`src/rtl/fmac_feeder.sv`:
```
// ----------------------------------------------------------------------------
// fmac_feeder
//
// Purpose:
//   Buffers {x,y} operand pairs in a small FIFO and replays them into an
//   external multiply-accumulate unit, one dot product per start request.
//   Each run clears the MAC, issues one pair every two cycles and then waits
//   out the MAC register latency before pulsing done.
//
// Ports:
//   CLK        in   clock, all state changes on the rising edge
//   RESET      in   synchronous, active-low reset
//   in_valid   in   operand pair offered
//   in_ready   out  FIFO can accept a pair
//   in_x/in_y  in   8-bit operand pair
//   start      in   one-cycle run request (accepted only when idle)
//   vlen       in   number of pairs in the run, sampled with start
//   x_out/y_out out registered operands driven into the MAC
//   mac_rst_n  out  registered drive for the MAC reset input
//   busy       out  high from the cycle after an accepted start until done
//   done       out  one-cycle pulse, MAC result valid
//   ovf        out  run sum exceeded 65025 (optional checker)
//
// Configuration:
//   FMAC_FEEDER_OVF_CHECK_EN  define to build the 18-bit shadow sum and the
//                             sticky ovf flag; otherwise ovf is tied low.
// ----------------------------------------------------------------------------
module fmac_feeder #(
    parameter int DEPTH  = 8,
    parameter int VLEN_W = 4
) (
    input  logic              CLK,
    input  logic              RESET,
    input  logic              in_valid,
    output logic              in_ready,
    input  logic [7:0]        in_x,
    input  logic [7:0]        in_y,
    input  logic              start,
    input  logic [VLEN_W-1:0] vlen,
    output logic [7:0]        x_out,
    output logic [7:0]        y_out,
    output logic              mac_rst_n,
    output logic              busy,
    output logic              done,
    output logic              ovf
);

    localparam int AW = (DEPTH > 1) ? $clog2(DEPTH) : 1;
    localparam int CW = AW + 1;
    localparam logic [CW-1:0] FULL_COUNT = CW'(DEPTH);

    typedef enum logic [2:0] {
        IDLE,
        CLEAR,
        ISSUE,
        BUBBLE,
        WAIT1,
        WAIT2,
        DONE
    } state_t;

    state_t state_q, state_d;

    logic [15:0]       mem_q [DEPTH];
    logic [AW-1:0]     wr_ptr_q, rd_ptr_q;
    logic [CW-1:0]     count_q;
    logic              ready_q;
    logic [VLEN_W-1:0] remaining_q, remaining_d;
    logic [7:0]        x_q, y_q, x_d, y_d;
    logic              mac_rst_n_q, mac_rst_n_d;

    logic              full, empty, push, pop;
    logic [15:0]       head;

    // ready_q keeps in_ready low while reset is held and for the reset edge
    // itself, so the first push can only happen after release.
    assign full     = (count_q == FULL_COUNT);
    assign empty    = (count_q == '0);
    assign in_ready = ready_q && !full;
    assign push     = in_valid && in_ready;
    assign pop      = (state_q == ISSUE) && !empty;
    assign head     = mem_q[rd_ptr_q];

    // FIFO bookkeeping; pointers wrap naturally because DEPTH is a power of two.
    always_ff @(posedge CLK) begin
        if (!RESET) begin
            wr_ptr_q <= '0;
            rd_ptr_q <= '0;
            count_q  <= '0;
            ready_q  <= 1'b0;
        end else begin
            ready_q <= 1'b1;
            if (push) begin
                wr_ptr_q <= wr_ptr_q + AW'(1);
            end
            if (pop) begin
                rd_ptr_q <= rd_ptr_q + AW'(1);
            end
            case ({push, pop})
                2'b10:   count_q <= count_q + CW'(1);
                2'b01:   count_q <= count_q - CW'(1);
                default: count_q <= count_q;
            endcase
        end
    end

    // Storage array, no reset needed: the pointers define what is valid.
    always_ff @(posedge CLK) begin
        if (push) begin
            mem_q[wr_ptr_q] <= {in_x, in_y};
        end
    end

    // Next-state and registered-output logic. Operands default to zero so
    // every state other than a successful ISSUE presents 0 to the MAC.
    always_comb begin
        state_d     = state_q;
        remaining_d = remaining_q;
        x_d         = 8'h00;
        y_d         = 8'h00;
        case (state_q)
            IDLE: begin
                if (start) begin
                    remaining_d = vlen;
                    state_d     = CLEAR;
                end
            end
            CLEAR: begin
                state_d = (remaining_q != '0) ? ISSUE : WAIT1;
            end
            ISSUE: begin
                // An empty FIFO simply stalls here with zero operands.
                if (!empty) begin
                    x_d = head[15:8];
                    y_d = head[7:0];
                    if (remaining_q != '0) begin
                        remaining_d = remaining_q - VLEN_W'(1);
                    end
                    state_d = BUBBLE;
                end
            end
            BUBBLE: begin
                state_d = (remaining_q != '0) ? ISSUE : WAIT1;
            end
            WAIT1:   state_d = WAIT2;
            WAIT2:   state_d = DONE;
            DONE:    state_d = IDLE;
            default: state_d = IDLE;
        endcase
        // Registered from the next state so the MAC sees reset exactly
        // during the CLEAR cycle.
        mac_rst_n_d = (state_d != CLEAR);
    end

    always_ff @(posedge CLK) begin
        if (!RESET) begin
            state_q     <= IDLE;
            remaining_q <= '0;
            x_q         <= 8'h00;
            y_q         <= 8'h00;
            mac_rst_n_q <= 1'b0;
        end else begin
            state_q     <= state_d;
            remaining_q <= remaining_d;
            x_q         <= x_d;
            y_q         <= y_d;
            mac_rst_n_q <= mac_rst_n_d;
        end
    end

    assign x_out     = x_q;
    assign y_out     = y_q;
    assign mac_rst_n = mac_rst_n_q;
    assign busy      = (state_q != IDLE);
    assign done      = (state_q == DONE);

`ifdef FMAC_FEEDER_OVF_CHECK_EN
    localparam logic [17:0] SUM_LIMIT = 18'd65025;

    logic [17:0] sum_q, sum_d;
    logic        ovf_q, ovf_d;
    logic [15:0] prod;

    assign prod = {8'h00, head[15:8]} * {8'h00, head[7:0]};

    // Shadow sum clears on entry to CLEAR so ovf reads 0 for the new run.
    // The sum may wrap on very long runs, but ovf is sticky by then.
    always_comb begin
        sum_d = sum_q;
        ovf_d = ovf_q;
        if (state_d == CLEAR) begin
            sum_d = '0;
            ovf_d = 1'b0;
        end else if (pop) begin
            sum_d = sum_q + {2'b00, prod};
            ovf_d = ovf_q || (sum_d > SUM_LIMIT);
        end
    end

    always_ff @(posedge CLK) begin
        if (!RESET) begin
            sum_q <= '0;
            ovf_q <= 1'b0;
        end else begin
            sum_q <= sum_d;
            ovf_q <= ovf_d;
        end
    end

    assign ovf = ovf_q;
`else
    assign ovf = 1'b0;
`endif

endmodule
```
`config.mk`:
```
export PLATFORM = sky130hd
export DESIGN_NAME = fmac_feeder
export DESIGN_NICKNAME = d
export VERILOG_FILES = /design/src/rtl/fmac_feeder.sv
export SDC_FILE = /design/constraint.sdc
export NUM_CORES = 1
export LEC_CHECK = 0
export ABC_CLOCK_PERIOD_IN_PS = 6800
export BUFFER_PORTS_ARGS = -buffer_cell sky130_fd_sc_hd__buf_2
export CAP_MARGIN = 20
export CELL_PAD_IN_SITES_DETAIL_PLACEMENT = 1
export CELL_PAD_IN_SITES_GLOBAL_PLACEMENT = 2
export CORE_MARGIN = 3
export CORE_UTILIZATION = 49
export CTS_CLUSTER_SIZE = 25
export DETAILED_ROUTE_END_ITERATION = 10
export PLACE_DENSITY_LB_ADDON = 0.1
export SKIP_LAST_GASP = 1
export SLEW_MARGIN = 40
export SYNTH_ARGS = -nofsm -noshare
export SYNTH_HDL_FRONTEND = slang
export SYNTH_SLANG_ARGS = --single-unit
```
`constraint.sdc`:
```
create_clock -name CLK -period 6.8 [get_ports CLK]
set_clock_uncertainty 0.15 [all_clocks]
set_input_delay 0 -clock CLK [delete_from_list [all_inputs] [get_ports CLK]]
set_output_delay 0 -clock CLK [all_outputs]
set_load 0.005 [all_outputs]
```
==> results of run 1 <==
per-layer routing:
metal / vias to the layer above / part of all wire [%] / routed length (microns) / global-route usage [%]
li1: 1512 / - / - / -
met1: 1750 / 45 / 5690 / 25.5
met2: 58 / 51 / 6510 / 32.4
met3: 14 / 3.3 / 417 / 4.61
met4: 0 / 1.3 / 163 / 7.09
met5: - / 0 / 0 / 0
power by group:
group / total (mW) / switching [mW] / leakage, nW / internal (mW)
Combinational: 0.120 / 0.0608 / 0.844 / 0.0593
Sequential: 1.11 / 0.0171 / 1.44 / 1.09
Clock: 0.983 / 0.390 / 0.294 / 0.593
metrics by stage:
stage | hold slack, ps | std cells | instance area (sq um) | total power [mW] | utilization [%]
finish | 235 | 607 | 7560 | 2.21 | 61.4
global route | 253 | 607 | 7560 | 2.30 | 61.4
detailed placement | 130 | 551 | 6710 | 1.24 | 54.5
CTS | 216 | 607 | 7560 | 2.23 | 61.4
global placement | 114 | 551 | 6710 | 1.23 | 54.5
floorplan | -122 | 348 | 6300 | 1.20 | -
flip-flops by register name (all words and copies together) (netlist names):
| signal | cells |
|---|---|
| mem_q | 128 |
| x_out | 8 |
| y_out | 8 |
| count_q | 4 |
| remaining_q | 4 |
| rd_ptr_q | 3 |
| state_q | 3 |
| wr_ptr_q | 3 |
| mac_rst_n | 1 |
| ready_q | 1 |
Yosys cell counts (2+ instances only):
cell and n:
buf_2 7, mux2i_1 21, buf_6 2, nand2b_1 3, nor4b_1 3, buf_4 2
or3_1 4, clkbuf_1 7, dfxtp_1 35, nor3_1 2, nor2_1 33, and3_1 3
inv_1 5, nor2b_1 4, xor2_1 4, mux4_2 32, o21ai_0 5, nand2_1 8
a21oi_1 4, nand3_1 4, edfxtp_1 128, ha_1 6
logic make-up after synthesis:
group	after synthesis	synth area share, %
xor+xnor	5	0.695
mux	54	14.9
simple gates	76	6.73
compound gates	19	2.18
other cells	1	0.0595
flops	163	72.1
fa+ha+maj	6	1.19
buf+inv	24	2.10
final cells by class:
| class | count | area share, % |
|---|---|---|
| flip-flops and latches | 163 | 60.1 |
| multi-input cells | 161 | 21.6 |
| repair buffers | 78 | 7.11 |
| clock buffers | 19 | 5.86 |
| well taps | 168 | 2.78 |
| clock inverters | 13 | 2.28 |
| inverters | 5 | 0.248 |
repair_timing:
action | in CTS | in global routing
resized for setup | 0 | 0
endpoints found under the hold margin | 156 | 0
hold buffers | 24 | 0
worst max path at each step:
stage	from	end	slack (ps)	cells after the start
4_1_cts	state_q[1]	count_q[2]	3730	9
2_1_floorplan	count_q[0]	mem_q[0][0]	3990	4
3_5_place_dp	state_q[1]	count_q[2]	3820	9
5_1_grt	state_q[1]	count_q[2]	3520	9
6_report	state_q[1]	count_q[2]	3740	9
3_3_place_gp	state_q[1]	count_q[2]	3870	9
==> reports/results.tsv, run 1 <==
metric	value	unit
clock sinks	163	
Initial DRC Count	236	
Net count, final	456	
Setup violations, final	0	
setup tns final	0	ps
crit-path max cell delay	540	ps
Core ar.	0.0123	sq mm
min cycle time layout	3060	ps
worst skew pair latency	420	ps
first-pass GRT wire length	20.5	mm
Layout area overhead	20.0	%
CP required	7000	ps
# IOs	45	
Synth area leader	edfxtp_1	
top-area cell type share of the netlist area	61.0	%
start of the worst register-to-register path	state_q[1]	
GRT overflow	0	
hold worst-path end	mem_q[7][8]	
Max IR drop VDD	202	uV
post-synthesis async set-or-reset flop share	0	%
crit path buf inv count	0	
die area	0.0143	sq mm
RSZ-0062 raised after global routing	no	
r2r endpoint	count_q[2]	
gpl congestion	0.766	
Detail Route Antenna Nets	0	
register area share after synthesis	72.1	%
footprint of the multi-input gates	0.00164	sq mm
Crit path arrival time	3250	ps
CP Class	flop to flop	
Reg area	0.00455	sq mm
vias	3334	
clk slew on worst S/H paths	60	ps
Synth Cell Area	0.00630	sq mm
Residual DRC	0	
Ant. Diodes	0	
Setup crit end kind	flop	
synth top area cells	edfxtp_1 (61%), mux4_2 (11%), dfxtp_1 (11%)	
#FFs+latches synth	163	
r2r setup slk	3740	ps
Top delay family on crit path	simple AND/OR/NAND/NOR gates	
site row count	40	
Die Wd	119	microns
Routed WL	12.8	mm
initial core utilization	51.2	%
dpl ws	3820	ps
period utilization	45.0	%
max_cap viols	0	
Mapped Nets	378	
Synth cell types	48	
CP Max Fanout	10	
Root Driver	clkbuf_16	
fill count	1130	
HP Class	primary input to flop	
Clock Tree Buf Depth	2	
max-slew violations	0	
total CTS buffers	17	
commonest non-fill, non-tap cells in the layout	edfxtp_1 (128), buf_2 (43), dfxtp_1 (34)	
Synth Flop Type	edfxtp_1	
layout cells sized above 1	29.2	%
Hold Fails Final Rpt	0	
YS warnings	0	
Synth Instances	348	
r2r worst-path depth	9	
Fmax	0.327	GHz
DR pass1 iterations	5	
worst-case headroom to the max-slew limit	54.1	%
worst-margin pin slew	688	ps
Cell Pwr Density	292	mW/mm^2
TritonCTS clock tree	built	
GRT Total Usage	19.6	%
vias in the first global route	3572	
Setup Buffers After CTS	0	
Hold Path Depth	2	
number of synthesized flops with an enable pin	128	
initial antenna violation count	0	
chip height	119	microns
Via density	5.49	
status	finished clean	
CP cell instances	nor3b_2, and2_1, ha_1, xor2_1, ha_1, a21oi_1, xor2_1, or3_1, a21oi_1	
post-DP HPWL	7.34	mm
Hold Crit Start	in_x[0]	
crit path launch type	flop	
most common cell after layout, fill and taps aside	edfxtp_1	
port bufs	43	
Final WS setup	3740	ps
Leak Pwr	2.58	nW
largest net degree at the start of global routing	33	
H-tree depth	4	
drt wl/cell	21.0	microns
Syn Area/Cell	18.1	sq um
Max stage delay cell, worst path	dfxtp_1	
(Power assumes the default switching activity.)
==> run 2, diff against run 1 <==
--- a/config.mk
+++ b/config.mk
@@ -5,13 +5,13 @@
 export SDC_FILE = /design/constraint.sdc
 export NUM_CORES = 1
 export LEC_CHECK = 0
-export ABC_CLOCK_PERIOD_IN_PS = 6800
+export ABC_CLOCK_PERIOD_IN_PS = 2680
 export BUFFER_PORTS_ARGS = -buffer_cell sky130_fd_sc_hd__buf_2
 export CAP_MARGIN = 20
 export CELL_PAD_IN_SITES_DETAIL_PLACEMENT = 1
 export CELL_PAD_IN_SITES_GLOBAL_PLACEMENT = 2
 export CORE_MARGIN = 3
-export CORE_UTILIZATION = 49
+export CORE_UTILIZATION = 41
 export CTS_CLUSTER_SIZE = 25
 export DETAILED_ROUTE_END_ITERATION = 10
 export PLACE_DENSITY_LB_ADDON = 0.1
==> constraint.sdc (replaced) <==
create_clock -name CLK -period 2.68 [get_ports CLK]
set_clock_uncertainty 0.15 [all_clocks]
set_input_delay 0 -clock CLK [delete_from_list [all_inputs] [get_ports CLK]]
set_output_delay 0 -clock CLK [all_outputs]
set_load 0.005 [all_outputs]
==> reports/results.tsv, run 2 (synthesis gave the netlist of run 1 again) <==
metric	value	unit
hold slack	234	ps
max FFs per register	128	
Most flops, register	mem_q	
Hold Fails Final Rpt	0	
site row count	44	
Initial DRC Count	159	
H-tree depth	4	
final non-filler cell total	632	
largest net degree at the start of global routing	19	
CP required	2890	ps
Setup violations, final	0	
Die Wd	130	microns
start of the worst register-to-register path	count_q[3]	
Fmax	0.392	GHz
Ant. Diodes	0	
gpl congestion	0.742	
Finished Core Util	51.7	%
initial antenna violation count	0	
worst skew pair latency	420	ps
clk slew on worst S/H paths	60	ps
crit path from	count_q[3]	
max-slew violations	0	
Crit path arrival time	2770	ps
drt wl/cell	20.3	microns
Hold Crit Start	in_x[2]	
DR pass1 iterations	4	
die area	0.0169	sq mm
CP Max Fanout	7	
status	finished clean	
crit path launch type	flop	
Clock Tree Buf Depth	2	
Leak Pwr	2.63	nW
Setup crit end kind	flop	
Setup Buffers After CTS	0	
vias in the first global route	3621	
CP Class	flop to flop	
total CTS buffers	17	
Core ar.	0.0148	sq mm
period utilization	95.3	%
GRT Total Usage	16.9	%
GRT overflow	0	
Residual DRC	0	
first-pass GRT wire length	20.7	mm
port bufs	43	
Cell Pwr Density	726	mW/mm^2
Root Driver	clkbuf_16	
Via density	5.24	
min cycle time layout	2550	ps
Detail Route Antenna Nets	0	
placed insts	576	
layout cells sized above 1	31.0	%
clock sinks	163	
total chip power	5.56	mW
most common cell after layout, fill and taps aside	edfxtp_1	
Routed WL	12.8	mm
max_cap viols	0	
initial core utilization	42.6	%
Max IR drop VDD	503	uV
Layout area overhead	21.5	%
Net count, final	465	
post-DP HPWL	7.70	mm
setup tns final	0	ps
chip height	130	microns
vias	3314	
# IOs	45	
commonest non-fill, non-tap cells in the layout	edfxtp_1 (128), buf_2 (43), dfxtp_1 (34)	
TritonCTS clock tree	built	
HP Class	primary input to flop	
==> run 2: changes by cell type in the layout (fill, tap and decap cells not counted), sizes merged <==
cell and change:
buf +9, inv -3, clkbuf +2, clkinv +1
==> run 2: worst paths after layout <==
check	slack, ps	end	cells past startpoint
max	130	count_q[3]	7
min reg2reg	340	remaining_q[3]	2
min	230	mem_q[1][10]	2
max reg2reg	130	count_q[3]	7
==> run 2: cell type report <==
cell class | instances | area, sq um
inverter | 5 | 18.8
multi-input combinational | 161 | 1650
fill | 1396 | 7150
timing repair buffer | 87 | 618
clock buffer | 21 | 460
clock inverter | 11 | 134
sequential | 163 | 4550
tap | 184 | 230
==> run 2: what timing repair did <==
action	in CTS	in global routing
endpoints found under the setup margin	0	2
endpoints found under the hold margin	155	0
hold buffers	24	0
gates resized for setup	0	3
==> run 2: metrics by stage <==
step / cell area, sq um / setup WS [ps]
3_3_place_gp: 6810 / 161
5_1_grt: 7660 / -11.2
2_1_floorplan: 6310 / 69.0
6_report: 7660 / 127
4_1_cts: 7640 / 57.3
3_5_place_dp: 6810 / 79.0
==> run 2: metal layers <==
layer / share of wire (%) / track usage, % / up-vias
met5: 0 / 0 / -
met2: 49 / 26.8 / 49
met4: 1.4 / 6.05 / 0
met1: 46 / 22.9 / 1718
li1: - / - / 1534
met3: 3.2 / 4.26 / 13
==> run 2: critical path: stages (launching register included) <==
cell,delay (ps)
dfxtp_1,340
or4_4,570
and2_4,190
ha_1,390
nor4b_1,370
o21ai_0,160
a211o_1,270
nand2_1,60
==> run 2: where the power goes <==
group	internal [mW]	switching (mW)	total (mW)
sequential	2.77	0.0352	2.81
combinational	0.166	0.164	0.330
clock	1.50	0.921	2.42
